[src/rtl/hdma_vram_mover.sv]
// Three-stage HDMA/GDMA data mover: issue a source read, capture the byte, write it into VRAM.
// Holds the CPU stalled until the final VRAM write strobe has retired.
`timescale 1ns/1ps
module hdma_vram_mover #(
   parameter int DROP_W = 8
) (
   input  logic              clk,
   input  logic              reset_n,
   input  logic              ce,
   input  logic              hdma_rd,
   input  logic              hdma_active,
   input  logic [15:0]       hdma_source_addr,
   input  logic [15:0]       hdma_target_addr,
   input  logic              vram_bank,
   input  logic [1:0]        lcd_mode,
   output logic [15:0]       src_addr,
   output logic              src_rd,
   input  logic [7:0]        src_din,
   output logic [13:0]       vram_addr,
   output logic              vram_we,
   output logic [7:0]        vram_dout,
   output logic              cpu_stall,
   output logic [15:0]       byte_count,
   output logic [DROP_W-1:0] drop_count
);

   localparam logic [DROP_W-1:0] DROP_MAX = {DROP_W{1'b1}};
   localparam logic [DROP_W-1:0] DROP_ONE = {{(DROP_W-1){1'b0}}, 1'b1};

   logic        tgt_valid_r;
   logic [15:0] last_tgt_r;
   logic [13:0] tgt_q_r;
   logic [13:0] wr_tgt_r;
   logic [7:0]  data_q_r;
   logic        wr_pend_r;
   logic        issue_s;

   // Echo RAM (E000-FFFF) aliases onto external RAM at A000-BFFF.
   function automatic logic [15:0] map_src(input logic [15:0] a);
      logic [15:0] m;
      if (a[15:13] == 3'b111) begin
         m = {3'b101, a[12:0]};
      end else begin
         m = a;
      end
      return m;
   endfunction

   // A read is issued once per distinct target while hdma_rd stays high.
   always_comb begin
      issue_s = hdma_rd && (!tgt_valid_r || (hdma_target_addr != last_tgt_r));
   end

   // Stall covers the engine's ownership plus every byte still in the pipeline.
   always_comb begin
      cpu_stall = hdma_active | src_rd | wr_pend_r | vram_we;
   end

   // Pipeline stages A (issue), B (capture) and C (write); all advance only on ce.
   always_ff @(posedge clk or negedge reset_n) begin
      if (!reset_n) begin
         src_addr    <= 16'h0000;
         src_rd      <= 1'b0;
         tgt_q_r     <= 14'h0000;
         last_tgt_r  <= 16'h0000;
         tgt_valid_r <= 1'b0;
         data_q_r    <= 8'h00;
         wr_tgt_r    <= 14'h0000;
         wr_pend_r   <= 1'b0;
         vram_addr   <= 14'h0000;
         vram_we     <= 1'b0;
         vram_dout   <= 8'h00;
         byte_count  <= 16'h0000;
         drop_count  <= {DROP_W{1'b0}};
      end else if (ce) begin
         src_rd <= issue_s;
         if (issue_s) begin
            src_addr    <= map_src(hdma_source_addr);
            tgt_q_r     <= {vram_bank, hdma_target_addr[12:0]};
            last_tgt_r  <= hdma_target_addr;
            tgt_valid_r <= 1'b1;
         end else if (!hdma_rd) begin
            tgt_valid_r <= 1'b0;
         end

         // Source data is valid one ce after the strobe; a new capture overrides the clear.
         if (src_rd) begin
            data_q_r  <= src_din;
            wr_tgt_r  <= tgt_q_r;
            wr_pend_r <= 1'b1;
         end else begin
            wr_pend_r <= 1'b0;
         end

         // Mode 3 locks VRAM, so the pending byte is discarded rather than delayed.
         if (wr_pend_r && (lcd_mode != 2'd3)) begin
            vram_we    <= 1'b1;
            vram_addr  <= wr_tgt_r;
            vram_dout  <= data_q_r;
            byte_count <= byte_count + 16'd1;
         end else begin
            vram_we <= 1'b0;
            if (wr_pend_r && (drop_count != DROP_MAX)) begin
               drop_count <= drop_count + DROP_ONE;
            end
         end
      end
   end

endmodule

[config.mk]
export PLATFORM = sky130hd
export DESIGN_NAME = hdma_vram_mover
export DESIGN_NICKNAME = d
export VERILOG_FILES = /design/src/rtl/hdma_vram_mover.sv
export SDC_FILE = /design/constraint.sdc
export NUM_CORES = 1
export LEC_CHECK = 0
export CELL_PAD_IN_SITES_DETAIL_PLACEMENT = 1
export CELL_PAD_IN_SITES_GLOBAL_PLACEMENT = 1
export CORE_MARGIN = 2
export CORE_UTILIZATION = 43
export CTS_BUF_LIST = sky130_fd_sc_hd__clkbuf_4 sky130_fd_sc_hd__clkbuf_8
export DETAILED_ROUTE_END_ITERATION = 12
export HOLD_SLACK_MARGIN = 0.08
export PLACE_DENSITY_LB_ADDON = 0.1
export SYNTH_ARGS = -nofsm -noshare
export SYNTH_HDL_FRONTEND = slang
export SYNTH_SLANG_ARGS = --single-unit
[constraint.sdc]
create_clock -name clk -period 2.9 [get_ports clk]
set_clock_uncertainty 0.05 [all_clocks]
set_input_delay 0.58 -clock clk [delete_from_list [all_inputs] [get_ports clk]]
set_output_delay 0.58 -clock clk [all_outputs]
set_load 0.01 [all_outputs]
### After elaboration in Yosys (flattened, before gate mapping)

Index checks and enable logic that the tools add are counted.
Widths: inputs -> output; s select.

* flip-flop bits (word level): 118
* input bits: 48
* output and inout port bits: 65

* $add $sub $neg: 2
* equality and inequality tests: 5
* muxes and demuxes: 5
* bitwise logic cells: 4
* reduce and logical (&&, ||, !) cells: 10

Operators by type and width (count)
* $add 16x1->16 const B: 1
* $mux 16: 1
* $ne 16x16->1: 1
* $add 8x1->8 const B: 1
* $ne 8x8->1 const B: 1
* $reduce_and 2->1: 4
* $mux 1: 4
* $eq 3x3->1 const B: 1
* $logic_and 1x1->1: 3
* $or 1x1->1: 3
* $reduce_and 3->1: 1
* $ne 2x1->1 const B: 1
* $ne 2x2->1 const B: 1
* $logic_not 1->1: 1
* $logic_or 1x1->1: 1
* $not 1->1: 1

### Logic depth before layout (Yosys ltp)

* word-level depth: 5
* depth in mapped cells: 6

### Worst setup path after synthesis

OpenSTA, ideal clock, no wires.

* path kind: input to register
* start: in hdma_target_addr[5]
* end: reg last_tgt_r[0]
* arrival: 1.851 ns
* slack: 0.874 ns
* cell stages on the path: 6
* buffers on the path: 1
* cell sequence: xnor2_1 > nand4_1 > nor4_2 > a31oi_4 > buf_6 > mux2_4

* cells in the longest elaborated chain, start to end: 4

Ends and longest elaborated chain
* start, declared: RTL line 13 `input logic [15:0] hdma_target_addr,`
* $ne 16x16->1: RTL line 51 `issue_s = hdma_rd && (!tgt_valid_r || (hdma_target_addr != last_tgt_r));`
* $logic_or 1x1->1: RTL line 51
* $logic_and 1x1->1: RTL line 51
* $reduce_and 2->1 (no line)
* end signal, assigned: RTL line 80 `last_tgt_r <= hdma_target_addr;`
* end, declared: RTL line 31 `logic [15:0] last_tgt_r;`

Every way passes these cells.
A chain may end at the register's enable or synchronous reset.

### Final worst setup path

* start: in hdma_active
* end: out cpu_stall

* cells in the longest elaborated chain, start to end: 3

Ends and longest elaborated chain
* start, declared: RTL line 11 `input logic hdma_active,`
* $or 1x1->1 (3 in series): RTL line 56 `cpu_stall = hdma_active | src_rd | wr_pend_r | vram_we;`
* end, declared: RTL line 22 `output logic cpu_stall,`

Every way passes these cells.

==> results.json <==
{
  "start_util_pct": 44.2,
  "place_congestion": 0.824,
  "synth_cell_types": 26,
  "grt_max_degree": 58,
  "grt.total_usage_pct": 18.3,
  "worstSkewPairLatency_ps": 360,
  "reg2reg_slack_ps": 760,
  "cts_tree": "yes",
  "critPathKind": "primary input to output port",
  "min_period_over_period_pct": 87.4,
  "yosysMostFrequentCell": "dfrtp_1",
  "coreArea_um2": 9770,
  "setup_violations": 0,
  "htreeDepth": 3,
  "clockRootBuffer": "clkbuf_8",
  "cts-hold-fix-buffers": 0,
  "wl_per_cell_um": 16.1,
  "async_reset_ff_share_pct": 100,
  "ir_drop_v": 0.000263,
  "hpwl_um": 6860,
  "clk_path_buf_depth": 2,
  "numCtsBuffers": 9,
  "dr_total_vias": 2963,
  "slew_viol_final": 0,
  "setup_ws_ps": 364,
  "yosysTopAreaCell": "dfrtp_1",
  "worst_ep_arrival_time_ps": 1910,
  "die_w_um": 104,
  "status": "completed",
  "path_clk_slew_ps": 100,
  "fin_crit_ps": 2540,
  "synthTopCellsByArea": "dfrtp_1 (61%), mux2_2 (9.7%), nand2_1 (7.0%), xnor2_1 (6.7%), mux2_4 (6.6%)",
  "numPortBuffers": 112,
  "post-route-drc-count": 0,
  "drt_iter0_markers": 77,
  "area_growth_pct": 35.2,
  "antenna_left": 0,
  "antenna_found_initial": 0,
  "synth_ff_type": "dfrtp_1",
  "grt_first_pass_wirelength_um": 15800,
  "postSynthCellCount": 335,
  "fin_util_pct": 59.7,
  "grt_setup_unrepaired": "false",
  "fp-row-count": 36,
  "seq_area_um2": 2630,
  "io_pins": 113,
  "maxCapViolations": 0,
  "tns_ps": 0,
  "avgSynthCellArea_um2": 12.9,
  "seq_area_frac_synth_pct": 60.9,
  "p_clk_share_pct": 23.5,
  "power.leakage_nw": 2.58,
  "fillerInstances": 1029,
  "die-area_um2": 10900,
  "multiInputGateArea_um2": 1630,
  "fin_total_pwr_mw": 4.01,
  "p_comb_share_pct": 26.5,
  "nNetsFinal": 506,
  "crit_fanout": 1,
  "grt_pass1_vias": 3185,
  "yosys_register_bits": 105,
  "max_freq_mhz": 394,
  "synth_edf_count": 0,
  "start_kind": "primary input",
  "wirelength_um": 9560,
  "worst_slew_margin_rel_pct": 52.7,
  "crit_required_ps": 2270,
  "placed_area_um2": 5630,
  "synth.net_count": 385,
  "gr-total-overflow": 0,
  "clock-sinks": 105,
  "yosys_warnings": 0,
  "post-cts-setup-buffers": 0,
  "dp_slack_ps": 138,
  "worstMarginPinSlew_ps": 692,
  "sw_frac_of_total_pct": 28.7,
  "hold_viol_final": 0,
  "synth_area_um2": 4320,
  "diodes": 0,
  "netlist.area_leader.share_pct": 60.9,
  "synth_commonest_cells": "dfrtp_1 (105), nand2_1 (81), mux2_2 (37)",
  "internal_power_mw": 2.86,
  "first_pass_iters": 3,
  "fin_area_um2": 5840,
  "viasPerCell": 4.99,
  "p_seq_share_pct": 50.0,
  "powerDensity_nw_per_um2": 686,
  "cts_resized": 0,
  "drive_gt1_share_pct": 17.8,
  "fp.dieH_um": 104,
  "hp-class": "primary input to asynchronous set/reset pin",
  "switching_power_mw": 1.15,
  "worstSetupEndpointType": "output port"
}
==> logic make-up (layout without fill, tap and decap cells) <==
logic type | Yosys count | in the layout | share of synthesized area, %
xor gates and xnor gates | 38 | 38 | 7.71
buffers and inverters | 12 | 138 | 1.39
muxes | 56 | 56 | 16.3
DFF | 105 | 105 | 60.9
adders and majority gates | 2 | 2 | 0.580
and+or+nand+nor | 114 | 114 | 11.5
AOI/OAI and AO/OA | 8 | 8 | 1.65
==> registers in the layout, summed over array words and instances (netlist names), 8 cells and up <==
register,flops
byte_count,16
data_q_r,8
vram_addr,14
vram_dout,8
last_tgt_r,16
wr_tgt_r,14
drop_count,8
src_addr,16
==> final cells by class <==
cell class / instances / share of cell area [%]
clock buffers: 11 / 2.49
clock inverters: 5 / 1.07
inverters: 3 / 0.193
multi-input cells: 218 / 27.9
flip-flops and latches: 105 / 45.0
well taps: 133 / 2.85
repair buffers: 119 / 20.5
==> critical path, cell delays in order <==
cell             delay [ps]
clkdlybuf4s50_1         390
or4_1                   450
clkdlybuf4s50_1         490
==> path summary, 6_finish.rpt <==
path / start / endpoint / cells past startpoint
min in group clk: wr_tgt_r[12]$_DFFE_PN0P_ / vram_addr[12]$_DFFE_PN0P_ / 2
worst max register to register: last_tgt_r[5]$_DFFE_PN0P_ / last_tgt_r[1]$_DFFE_PN0P_ / 6
worst min-delay path: reset_n / drop_count[0]$_DFFE_PN0P_ / 1
worst min register to register: wr_tgt_r[12]$_DFFE_PN0P_ / vram_addr[12]$_DFFE_PN0P_ / 2
max in group asynchronous: reset_n / src_addr[8]$_DFFE_PN0P_ / 2
worst max-delay path: hdma_active / cpu_stall / 3
==> per-stage QoR <==
step	std cells	hold slack (ps)
2_1_floorplan	335	234
3_3_place_gp	578	392
3_5_place_dp	578	401
4_1_cts	594	209
5_1_grt	594	210
6_report	594	184
==> power by group through the flow <==
stage	registers (mW)	logic, mW	clock network (mW)
after floorplan	2.07	0.396	0
after global placement	2.01	1.04	0
after detailed placement	2.03	1.08	0
after CTS	2.01	1.08	0.966
after global routing	2.05	1.15	1.02
final	2.00	1.06	0.942
==> layout by cell type, fill, tap and decap left out, types with 2 or more instances in the layout <==
| cell type | n |
|---|---|
| clkdlybuf4s50_1 | 111 |
| dfrtp_1 | 105 |
| nand2_1 | 81 |
| mux2_2 | 37 |
| xnor2_1 | 33 |
| mux2_4 | 19 |
| nand3_1 | 10 |
| clkbuf_8 | 10 |
| nand4_1 | 9 |
| buf_4 | 6 |
| xor2_1 | 5 |
| and3_1 | 4 |
| inv_1 | 3 |
| nor2_1 | 3 |
| and2_1 | 2 |
| nor3_1 | 2 |
| a21o_1 | 2 |
| o21ai_0 | 2 |
| ha_1 | 2 |
| clkinvlp_4 | 2 |
| buf_12 | 2 |
==> layer usage <==
| layer | up-vias | share of wire, % | track usage [%] | wire, um |
|---|---|---|---|---|
| met5 | - | 0 | 0 | 0 |
| met1 | 1514 | 42 | 21.6 | 4050 |
| met2 | 79 | 52 | 33.0 | 4940 |
| met4 | 0 | 1.2 | 6.37 | 119 |
| li1 | 1357 | - | - | - |
| met3 | 13 | 4.8 | 4.01 | 455 |
Power figures use the tool's default switching activity.
